[config.mk]
export PLATFORM = sky130hd
export DESIGN_NAME = lift_dispatcher_flat
export DESIGN_NICKNAME = d
export VERILOG_FILES = /design/src/rtl/lift_dispatcher_if.sv /design/src/rtl/lift_dispatcher.sv /design/src/flat_wrapper.sv
export SDC_FILE = /design/constraint.sdc
export NUM_CORES = 1
export LEC_CHECK = 0
export CELL_PAD_IN_SITES_DETAIL_PLACEMENT = 0
export CELL_PAD_IN_SITES_GLOBAL_PLACEMENT = 1
export CORE_MARGIN = 1.5
export CORE_UTILIZATION = 25
export CTS_BUF_LIST = sky130_fd_sc_hd__clkbuf_8
export CTS_CLUSTER_DIAMETER = 60
export DETAILED_ROUTE_END_ITERATION = 7
export GPL_ROUTABILITY_DRIVEN = 0
export HOLD_SLACK_MARGIN = 0.08
export PLACE_DENSITY_LB_ADDON = 0.1
export SYNTH_ARGS = -nofsm -noshare
export SYNTH_HDL_FRONTEND = slang
export SYNTH_SLANG_ARGS = --single-unit
[constraint.sdc]
create_clock -name clk -period 3.8 [get_ports clk]
set_clock_uncertainty 0.1 [all_clocks]
set_input_delay 0.95 -clock clk [delete_from_list [all_inputs] [get_ports clk]]
set_output_delay 0.95 -clock clk [all_outputs]
set_load 0.005 [all_outputs]
[src/rtl/lift_dispatcher_if.sv]
`timescale 1ns/1ps
`default_nettype none
// ============================================================================
// Module   : lift_dispatcher_if
// Brief    : Call-panel / lift handshake bundle for the lift dispatcher.
// Revision : 1.0 - initial release
// ============================================================================
interface lift_dispatcher_if #(
    parameter int FLOORS = 8,
    parameter int FW     = 3
);
    logic [FLOORS-1:0] call_btn;
    logic              grn;
    logic              red;
    logic              cmd;
    logic [FW-1:0]     cur_floor;
    logic [FW-1:0]     tgt_floor;
    logic              dir_up;
    logic              busy;
    logic [FLOORS-1:0] pending;
    logic              err;

    // Environment side: call panel plus lift controller.
    modport master (
        output call_btn, grn, red,
        input  cmd, cur_floor, tgt_floor, dir_up, busy, pending, err
    );

    // Dispatcher side.
    modport slave (
        input  call_btn, grn, red,
        output cmd, cur_floor, tgt_floor, dir_up, busy, pending, err
    );
endinterface
`default_nettype wire

[src/rtl/lift_dispatcher.sv]
`timescale 1ns/1ps
`default_nettype none
// ============================================================================
// Module   : lift_dispatcher
// Brief    : Latches floor calls, picks targets in SCAN order and drives the
//            lift cmd/grn/red handshake while tracking the car position.
// Revision : 1.0 - initial release
// ============================================================================
module lift_dispatcher #(
    parameter int FLOORS     = 8,
    parameter int FW         = 3,
    parameter int TRAVEL_CYC = 4,
    parameter int GRANT_TO   = 6
) (
    input  wire logic        clk,
    input  wire logic        reset,
    lift_dispatcher_if.slave bus
);
    localparam int TW = (TRAVEL_CYC > 1) ? $clog2(TRAVEL_CYC) : 1;
    localparam int GW = (GRANT_TO > 1) ? $clog2(GRANT_TO) : 1;

    typedef enum logic [2:0] {
        S_IDLE    = 3'd0,
        S_SELECT  = 3'd1,
        S_REQUEST = 3'd2,
        S_MOVE    = 3'd3,
        S_ARRIVE  = 3'd4
    } state_t;

    state_t            state_q, state_d;
    logic              cmd_q, cmd_d;
    logic [FW-1:0]     cur_floor_q, cur_floor_d;
    logic [FW-1:0]     tgt_floor_q, tgt_floor_d;
    logic              dir_up_q, dir_up_d;
    logic              err_q, err_d;
    logic [FLOORS-1:0] pending_q, pending_d;
    logic [TW-1:0]     trv_cnt_q, trv_cnt_d;
    logic [GW-1:0]     gnt_cnt_q, gnt_cnt_d;

    logic              up_found, dn_found;
    logic [FW-1:0]     up_idx, dn_idx;
    logic [FW-1:0]     sel_floor;
    logic              sel_dir_up;
    logic [FW-1:0]     step_floor;
    logic [FLOORS-1:0] clear_mask;

    // Nearest pending call at or above / at or below the car.
    always_comb begin
        up_found = 1'b0;
        up_idx   = '0;
        for (int i = FLOORS - 1; i >= 0; i--) begin
            if (pending_q[i] && (i >= int'(cur_floor_q))) begin
                up_found = 1'b1;
                up_idx   = FW'(i);
            end
        end
        dn_found = 1'b0;
        dn_idx   = '0;
        for (int i = 0; i < FLOORS; i++) begin
            if (pending_q[i] && (i <= int'(cur_floor_q))) begin
                dn_found = 1'b1;
                dn_idx   = FW'(i);
            end
        end
    end

    // Reverse the sweep when nothing remains ahead of the car.
    always_comb begin
        sel_dir_up = dir_up_q;
        sel_floor  = up_idx;
        if (dir_up_q) begin
            if (up_found) begin
                sel_floor = up_idx;
            end else begin
                sel_dir_up = 1'b0;
                sel_floor  = dn_idx;
            end
        end else begin
            if (dn_found) begin
                sel_floor = dn_idx;
            end else begin
                sel_dir_up = 1'b1;
                sel_floor  = up_idx;
            end
        end
    end

    always_comb begin
        state_d     = state_q;
        cmd_d       = cmd_q;
        cur_floor_d = cur_floor_q;
        tgt_floor_d = tgt_floor_q;
        dir_up_d    = dir_up_q;
        err_d       = err_q;
        trv_cnt_d   = trv_cnt_q;
        gnt_cnt_d   = gnt_cnt_q;
        clear_mask  = '0;
        step_floor  = (tgt_floor_q > cur_floor_q) ? (cur_floor_q + FW'(1))
                                                  : (cur_floor_q - FW'(1));

        case (state_q)
            S_IDLE: begin
                cmd_d = 1'b0;
                if (|pending_q) begin
                    state_d = S_SELECT;
                end
            end
            S_SELECT: begin
                tgt_floor_d = sel_floor;
                dir_up_d    = sel_dir_up;
                gnt_cnt_d   = '0;
                trv_cnt_d   = '0;
                if (sel_floor == cur_floor_q) begin
                    state_d = S_ARRIVE;
                end else begin
                    cmd_d   = 1'b1;
                    state_d = S_REQUEST;
                end
            end
            S_REQUEST: begin
                if (bus.grn) begin
                    gnt_cnt_d = '0;
                    state_d   = S_MOVE;
                end else if (gnt_cnt_q == GW'(GRANT_TO - 1)) begin
                    // Pending is untouched, so the call is retried from IDLE.
                    gnt_cnt_d = '0;
                    cmd_d     = 1'b0;
                    err_d     = 1'b1;
                    state_d   = S_IDLE;
                end else begin
                    gnt_cnt_d = gnt_cnt_q + GW'(1);
                end
            end
            S_MOVE: begin
                if (bus.grn) begin
                    if (trv_cnt_q == TW'(TRAVEL_CYC - 1)) begin
                        trv_cnt_d   = '0;
                        cur_floor_d = step_floor;
                        if (step_floor == tgt_floor_q) begin
                            cmd_d   = 1'b0;
                            state_d = S_ARRIVE;
                        end
                    end else begin
                        trv_cnt_d = trv_cnt_q + TW'(1);
                    end
                end
            end
            S_ARRIVE: begin
                cmd_d = 1'b0;
                if (bus.red) begin
                    clear_mask = {{(FLOORS-1){1'b0}}, 1'b1} << tgt_floor_q;
                    state_d    = S_IDLE;
                end
            end
            default: begin
                cmd_d   = 1'b0;
                state_d = S_IDLE;
            end
        endcase

        // A fresh press for the floor being cleared this cycle is swallowed.
        pending_d = (pending_q | bus.call_btn) & ~clear_mask;
    end

    always_ff @(posedge clk) begin
        if (!reset) begin
            state_q     <= S_IDLE;
            cmd_q       <= 1'b0;
            cur_floor_q <= '0;
            tgt_floor_q <= '0;
            dir_up_q    <= 1'b1;
            err_q       <= 1'b0;
            pending_q   <= '0;
            trv_cnt_q   <= '0;
            gnt_cnt_q   <= '0;
        end else begin
            state_q     <= state_d;
            cmd_q       <= cmd_d;
            cur_floor_q <= cur_floor_d;
            tgt_floor_q <= tgt_floor_d;
            dir_up_q    <= dir_up_d;
            err_q       <= err_d;
            pending_q   <= pending_d;
            trv_cnt_q   <= trv_cnt_d;
            gnt_cnt_q   <= gnt_cnt_d;
        end
    end

    assign bus.cmd       = cmd_q;
    assign bus.cur_floor = cur_floor_q;
    assign bus.tgt_floor = tgt_floor_q;
    assign bus.dir_up    = dir_up_q;
    assign bus.busy      = (state_q != S_IDLE);
    assign bus.pending   = pending_q;
    assign bus.err       = err_q;
endmodule
`default_nettype wire

[src/flat_wrapper.sv]
// flat-port wrapper written by rule: the top's interface ports become plain ports
module lift_dispatcher_flat 
#(
    parameter int FLOORS     = 8,
    parameter int FW         = 3,
    parameter int TRAVEL_CYC = 4,
    parameter int GRANT_TO   = 6
)
  (clk, reset, bus_call_btn, bus_grn, bus_red, bus_cmd, bus_cur_floor, bus_tgt_floor, bus_dir_up, bus_busy, bus_pending, bus_err);
  lift_dispatcher_if #(.FLOORS(FLOORS), .FW(FW)) bus_i ();
  input  wire logic clk;
  input  wire logic reset;
  input wire logic [$bits(bus_i.call_btn)-1:0] bus_call_btn;
  input wire logic [$bits(bus_i.grn)-1:0] bus_grn;
  input wire logic [$bits(bus_i.red)-1:0] bus_red;
  output wire logic [$bits(bus_i.cmd)-1:0] bus_cmd;
  output wire logic [$bits(bus_i.cur_floor)-1:0] bus_cur_floor;
  output wire logic [$bits(bus_i.tgt_floor)-1:0] bus_tgt_floor;
  output wire logic [$bits(bus_i.dir_up)-1:0] bus_dir_up;
  output wire logic [$bits(bus_i.busy)-1:0] bus_busy;
  output wire logic [$bits(bus_i.pending)-1:0] bus_pending;
  output wire logic [$bits(bus_i.err)-1:0] bus_err;
  assign bus_i.call_btn = bus_call_btn;
  assign bus_i.grn = bus_grn;
  assign bus_i.red = bus_red;
  assign bus_cmd = bus_i.cmd;
  assign bus_cur_floor = bus_i.cur_floor;
  assign bus_tgt_floor = bus_i.tgt_floor;
  assign bus_dir_up = bus_i.dir_up;
  assign bus_busy = bus_i.busy;
  assign bus_pending = bus_i.pending;
  assign bus_err = bus_i.err;
  lift_dispatcher #(.FLOORS(FLOORS), .FW(FW), .TRAVEL_CYC(TRAVEL_CYC), .GRANT_TO(GRANT_TO)) u_core (.clk(clk), .reset(reset), .bus(bus_i));
endmodule
==> run_results.csv <==
group,metric,value,unit
clock_network,clk_transition_reported_paths,0.11,ns
clock_network,clock_latency,0.28,ns
sta,fmax,323,MHz
logic_synthesis,postSynthAreaPerCell,7.57,um2
setup_path,worst-path-buf-inv,1,
route,ant_nets,0,
floorplan,die_h,91.0,um
clock_network,cts_inserted_buffers,3,
sta,slew_headroom,0.597,
setup_path,slowest_delay,0.69,ns
logic_synthesis,synth_edf_count,0,
sta,final-hold-violation-count,0,
logic_synthesis,synth_top_area_frac,0.258,
logic_synthesis,synth_area_leader_cell,"dfxtp_1",
placed_design,port_buffers,29,
setup_path,critPathMostFrequentCell,"a21oi_1",
logic_synthesis,synth-main-ff-cell,"dfxtp_1",
logic_synthesis,synth_common_cells,"nor2_1, o21ai_0, dfxtp_1, a21oi_1, inv_1",
route,drc_errors,0,
logic_synthesis,ys_types,61,
layout,filler_cell_count,805,
setup_path,end_kind,"flip-flop",
setup_path,cp.arrival,3.18,ns
layout,area_delta_synth_final,24.3,%
sta,worst_pin_slew,0.603,ns
route,wl,6540,um
pwr,power.switching,271,uW
clock_network,htreeDepth,1,
logic_synthesis,synth.top_cells.by_area,"dfxtp_1, nor2_1, o21ai_0",
run_status,status,"complete, no violations",
clock_network,postCtsHoldBufs,0,
pwr,power_density,309,nW/um2
pwr,pwr-share-clk,0.239,
setup_path,crit_path_cell_trace,"buf_4 > ha_1 > nand3b_1 > a21oi_1 > a21oi_1 > or4b_2 > a31oi_2 > nor2_1 > o41a_1",
floorplan,num_rows,31,
sta,finalCritPeriodShare,0.815,
pwr,p_leak,0.000866,uW
clock_network,clock_path_buffers,2,
job,drv_cap,0,
logic_synthesis,synth_seq_cells,25,
floorplan,die_w,91.0,um
global_route,grt_pass1_vias,1965,
placed_design,place_hpwl,4920,um
logic_synthesis,yosysSeqAreaShare,0.258,
route,dr.first_iter.drc_count,78,
setup_path,cpMaxStageDelayCell,"or4b_2",
setup_path,worst-path-max-fanout,19,
floorplan,die-area,8280,um2
clock_network,ctsResizeCount,0,
pwr,internal_power,474,uW
route,post_drt_wl_per_cell,17.0,um
global_route,antenna_found_initial,0,
clock_network,cts_setup_buffers,0,
logic_synthesis,synth.most_common_cell,"nor2_1",
route,via_count,2020,
setup_path,cp-start-kind,"flip-flop",
clock_network,cts.root.buffer_cell,"clkbuf_8",
sta,final-max-slew-violation-count,0,
pwr,seqPwrFrac,0.425,
sta,final-setup-viol-count,0,
logic_synthesis,ys_async_sr_fraction,0,
pwr,p_sw_frac,0.363,
logic_synthesis,ys_warn_count,0,
logic_synthesis,netlist_instances,256,
clock_network,cts_tree,"built",
setup_path,cp_top_family,"compound AO/OA/AOI/OAI gates",
layout,nets,309,
route,firstDrtPassIters,4,
floorplan,floorplan.initialDensity,0.263,
layout,num_antenna_cells,0,
sta,finalCriticalPeriod,3.10,ns
route,routed_via_density,5.25,
layout,layout-drive-gt1-share,0.0839,
global_route,overflow,0,
sta,rsz0062_at_grt,"false",
pwr,vdd_ir_drop_max,111,uV
floorplan,core,7370,um2
setup_path,critical_path_class,"flip-flop to flip-flop",
global_route,grt_max_degree,22,
logic_synthesis,synth.cell_area,1940,um2
logic_synthesis,syn-num-nets,278,
setup_path,required,3.88,ns
min_path,hold_class,"flip-flop to flip-flop",
clock_network,clkSinkCount,25,
sta,tns,0,ns
pwr,p_comb_frac,0.336,
sta,hold_slack,0.391,ns
floorplan,io-pin-count,30,
global_route,grt_usage,0.161,
global_route,grt_pass1_wl,10600,um
sequential cells by signal, summed over array words and instances, names as in the netlist:
| signal | count |
|---|---|
| u_core.bus.err | 1 |
| u_core.bus.pending | 8 |
| u_core.trv_cnt_q | 2 |
| u_core.bus.tgt_floor | 3 |
| u_core.bus.cur_floor | 3 |
| u_core.gnt_cnt_q | 3 |
| u_core.bus.cmd | 1 |
| u_core.bus.dir_up | 1 |
| u_core.state_q | 3 |
cells by family (layout without fill, tap and decap cells):
logic type,after synthesis,after routing,share of synthesized area
compound gates,96,96,0.332
mux,3,3,0.0161
flops,25,25,0.258
buf+inv,26,56,0.0562
xor+xnor,6,6,0.0342
fa+ha+maj,10,10,0.0646
simple gates,90,90,0.238
final cells by class:
cell class | count | area, um2 | area share
inverter | 15 | 56.3 | 0.0234
timing repair buffer | 37 | 350 | 0.146
sequential | 25 | 500 | 0.208
multi-input combinational | 205 | 1330 | 0.551
tap | 99 | 124 | 0.0515
clock buffer | 3 | 41.3 | 0.0172
clock inverter | 1 | 7.51 | 0.00312
power by group through the flow:
stage          registers [uW]  clock network, uW  logic, uW
2_1_floorplan             308                  0        157
3_3_place_gp              324                  0        253
3_5_place_dp              322                  0        251
4_1_cts                   316                190        252
5_1_grt                   320                198        278
6_report                  316                178        250
path summary, 6_finish.rpt:
path,from,to,slack (ns),cells after the start
hold / removal,u_core.bus.err,u_core.bus.err,0.39,2
hold reg to reg,u_core.bus.err,u_core.bus.err,0.39,2
setup / recovery,u_core.bus.cur_floor[1],u_core.bus.cmd,0.70,9
setup reg to reg,u_core.bus.cur_floor[1],u_core.bus.cmd,0.70,9
per-layer routing:
layer | wire, um | GRT usage | vias up
li1 | - | - | 1007
met1 | 3090 | 0.208 | 956
met2 | 3070 | 0.273 | 49
met3 | 218 | 0.0243 | 8
met4 | 155 | 0.0521 | 0
met5 | 0 | 0 | -
tightest hold or removal path: cells and delay by family, from the launching register on:
| kind | cells | cell delay [ns] |
|---|---|---|
| flops | 1 | 0.34 |
| simple gates | 1 | 0.07 |
| compound gates | 1 | 0.04 |
cells in the final DEF (no fill, tap or decap), types with 6 or more instances in the layout:
master	n
nor2_1	36
clkdlybuf4s50_1	29
o21ai_0	26
dfxtp_1	25
a21oi_1	21
inv_1	15
nand2_1	13
ha_1	10
buf_4	8
a31oi_1	6
a211oi_1	6
stage by stage:
step	cell area [um2]	std cells	total power [uW]	util	setup slack, ns
after floorplan	1940	256	466	-	0.499
after global placement	2360	381	577	0.320	0.726
after detailed placement	2360	381	573	0.320	0.750
after CTS	2410	385	758	0.327	0.734
after global routing	2410	385	797	0.327	0.457
final	2410	385	745	0.327	0.703
Power figures use the tool's default switching activity.
==> RTL edit 1: new RTL, same settings <==
`GRANT_TO` is set to 6 in 2 places; all go to 3.
--- a/src/rtl/lift_dispatcher.sv
+++ b/src/rtl/lift_dispatcher.sv
@@ -11,5 +11,5 @@
     parameter int FW         = 3,
     parameter int TRAVEL_CYC = 4,
-    parameter int GRANT_TO   = 6
+    parameter int GRANT_TO   = 3
 ) (
     input  wire logic        clk,
--- a/src/flat_wrapper.sv
+++ b/src/flat_wrapper.sv
@@ -5,5 +5,5 @@
     parameter int FW         = 3,
     parameter int TRAVEL_CYC = 4,
-    parameter int GRANT_TO   = 6
+    parameter int GRANT_TO   = 3
 )
   (clk, reset, bus_call_btn, bus_grn, bus_red, bus_cmd, bus_cur_floor, bus_tgt_floor, bus_dir_up, bus_busy, bus_pending, bus_err);
Function: changed (Yosys sat finds a counterexample within 10 cycles, from zero or initial values and one cycle with reset low).
==> RTL edit 1 against the unedited design <==
- cell area decreased by 7.4%
- total power decreased by 3.9%
- sequential cell count decreased by 1
- fmax decreased by 2.5%
- area after synthesis decreased by 7.8%
- sequential share of layout area increased by 0.77 points
- worst setup slack got worse by 80 ps
- routed wire length decreased by 13%
- largest cell class unchanged
- largest power group unchanged
- global-route usage decreased by 0.50 points
- critical path type unchanged
==> RTL edit 1: results (changes against the unedited design) <==
metric,value,unit,change
multi_input_gates,179,,was 205
use_met3,2.37,%,was 2.43%
drt-initial-drc-count,82,,was 78
p_leak,0.000826,uW,was 0.000866 uW
synthXorXnorAreaFrac,3.71,%,was 3.42%
multi_input_area_share,53.7,%,was 55.1%
synth_compound_area_share,30.1,%,was 33.2%
dp_hpwl,4.37,mm,was 4.92 mm
met1_length,2.91,mm,was 3.09 mm
p_int,476,uW,was 474 uW
clkCellAreaFrac,2.47,%,was 2.03%
synth.distinct_cells,56,,was 61
min_period,3180,ps,was 3100 ps
layout.nets,277,,was 309
combPwrFrac,33.0,%,was 33.6%
met2_length,2.58,mm,was 3.07 mm
outcome,completed,,unchanged
buffer_area_share,14.7,%,was 14.6%
cp_slowest_cell,dfxtp_1,,was or4b_2
wl_met3,135,microns,was 218 microns
viasPerCell,5.03,,was 5.25
num-nonclk-buffers,34,,was 37
inverters,13,,was 15
yosysSeqAreaShare,26.9,%,was 25.8%
drive_gt1_share,8.27,%,was 8.39%
p_per_area,321,mW/mm^2,was 309 mW/mm^2
ys_seq_elements,24,,was 25
final.setup.tns,0,ps,unchanged
fin_util,32.6,%,was 32.7%
clk_pin_slew,90,ps,was 110 ps
clock_buffers,4,,was 3
grt_max_degree,26,,was 22
synthAdderAreaFrac,7.01,%,was 6.46%
syn_area_per_cell,7.97,sq um,was 7.57 sq um
p_clk_share,25.2,%,was 23.9%
worst_pin_slew,787,ps,was 603 ps
max_stage_delay,640,ps,was 690 ps
grt_util_met2,24.6,%,was 27.3%
routed_wl,5.70,mm,was 6.54 mm
post_dp_cell_area,0.00217,sq mm,was 0.00236 sq mm
use_met1,22.4,%,was 20.8%
cp.arrival,3230,ps,was 3180 ps
vias,1759,,was 2020
syn_nets,246,,was 278
irDropWorstVdd,0.119,mV,was 0.111 mV
dp_slack,709,ps,was 750 ps
reg2reg_slack,620,ps,was 700 ps
crit_path_max_fanout,14,,was 19
cts_buffers,3,,unchanged
synthMuxAreaShare,2.24,%,was 1.61%
synthTopCellsByArea,"dfxtp_1, ha_1, o21ai_0",,"was dfxtp_1, nor2_1, o21ai_0"
seq_share,21.6,%,was 20.8%
track_usage,15.6,%,was 16.1%
num-fill-cells,756,,was 805
first_global_vias,1696,,was 1965
yosys-top-cells-count,"dfxtp_1, nor2_1, o21ai_0, a21oi_1, nand2_1",,"was nor2_1, o21ai_0, dfxtp_1, a21oi_1, inv_1"
grt_pass1_wl,9.15,mm,was 10.6 mm
holdWs,400,ps,was 391 ps
[RTL edit 1: cell types whose count changed after synthesis, moves of 3 or more]
| cell | change |
|---|---|
| nor2_1 | -13 |
| o21ai_0 | -3 |
| a21boi_0 | -3 |
| or2_2 | -4 |
| nor2b_1 | +5 |
| inv_1 | -5 |
| clkbuf_1 | -3 |
[RTL edit 1: worst paths after layout]
kind	start	endpoint	cells after the start
max reg2reg	u_core.bus.cur_floor[0]$_SDFFE_PN0P_	u_core.bus.cmd$_SDFFE_PN0P_	10
min reg2reg	u_core.bus.err$_SDFFE_PN0P_	u_core.bus.err$_SDFFE_PN0P_	2
min	u_core.bus.err$_SDFFE_PN0P_	u_core.bus.err$_SDFFE_PN0P_	2
max	u_core.bus.cur_floor[0]$_SDFFE_PN0P_	u_core.bus.cmd$_SDFFE_PN0P_	10
==> RTL edit 2: new RTL, same flow settings <==
Without the edit above. Re-encode `state_t` (5 states) as one-hot, 5 bits wide.
--- a/src/rtl/lift_dispatcher.sv
+++ b/src/rtl/lift_dispatcher.sv
@@ -20,10 +20,10 @@
     localparam int GW = (GRANT_TO > 1) ? $clog2(GRANT_TO) : 1;
 
-    typedef enum logic [2:0] {
-        S_IDLE    = 3'd0,
-        S_SELECT  = 3'd1,
-        S_REQUEST = 3'd2,
-        S_MOVE    = 3'd3,
-        S_ARRIVE  = 3'd4
+    typedef enum logic [4:0] {
+        S_IDLE    = 5'b00001,
+        S_SELECT  = 5'b00010,
+        S_REQUEST = 5'b00100,
+        S_MOVE    = 5'b01000,
+        S_ARRIVE  = 5'b10000
     } state_t;
 
Formal check against the unedited RTL: no difference found for any inputs over 10 cycles, from zero or initial values and one cycle with reset low; not proved beyond that.
==> RTL edit 2 against the unedited design <==
- via count down 7.8%
- total power rose by 4.5%
- cell area fell by 4.9%
- global-route usage fell by 0.30 points
- area after synthesis fell by 4.5%
- sequential cell count is 2 higher
- synthesized cell count down 7.4%
- die area is 4.3% lower
- worst setup slack gained 400 ps
- non-clock buffer count decreased by 4
- routed wire length down 8.9%
- critical endpoint unchanged
- largest power group unchanged
==> RTL edit 2: results (changes against the unedited design) <==
metric,value,unit,change
syn_nets,259,,was 278
irDropWorstVdd,0.114,mV,was 0.111 mV
syn_area_per_cell,7.81,sq um,was 7.57 sq um
p_leak,0.000863,uW,was 0.000866 uW
multi_input_area_share,52.7,%,was 55.1%
vias,1862,,was 2020
outcome,completed,,unchanged
grt_pass1_wl,9.45,mm,was 10.6 mm
track_usage,15.8,%,was 16.1%
multi_input_gates,188,,was 205
r2r_cells,10,,was 9
holdWs,382,ps,was 391 ps
dp_hpwl,4.39,mm,was 4.92 mm
yosysSeqAreaShare,29.2,%,was 25.8%
clock_power,171,uW,was 178 uW
ff_latch_area,541,sq um,was 500 sq um
place_inst,361,,was 381
die_area,0.00793,sq mm,was 0.00828 sq mm
synthTopCellsByArea,"dfxtp_1, ha_1, nor2_1",,"was dfxtp_1, nor2_1, o21ai_0"
synthAdderAreaFrac,6.76,%,was 6.46%
synth.distinct_cells,51,,was 61
hold_start,u_core.trv_cnt_q[1]$_SDFFE_PN0P_,,was u_core.bus.err$_SDFFE_PN0P_
synthMuxAreaShare,1.62,%,was 1.61%
cp_slowest_cell,dfxtp_1,,was or4b_2
drt-initial-drc-count,64,,was 78
==> RTL edit 2: cell types whose count changed in the layout (fill, tap and decap cells not counted), moves of 3 or more <==
cell,delta
a31oi_1,+6
o311ai_0,-3
o21ai_0,-10
o21ai_1,+4
and3_1,+4
nor2_1,-5
a211oi_1,-3
nor2b_1,-3
o22ai_1,+3
nand2_1,+3
or3_1,-3
buf_4,-4
or2_2,-3
==> RTL edit 2: layer usage <==
layer / vias to the layer above / GRT usage, % / wire (microns)
li1: 932 / - / -
met1: 890 / 21.5 / 3020
met2: 31 / 26.3 / 2690
met3: 9 / 1.85 / 149
met4: 0 / 4.90 / 99
met5: - / 0 / 0
==> RTL edit 2: per-stage QoR <==
step | power, uW | setup slack (ps)
final | 778 | 1100
after global routing | 832 | 915
after CTS | 787 | 1090
after detailed placement | 615 | 1110
after global placement | 619 | 1150
after floorplan | 509 | 1040
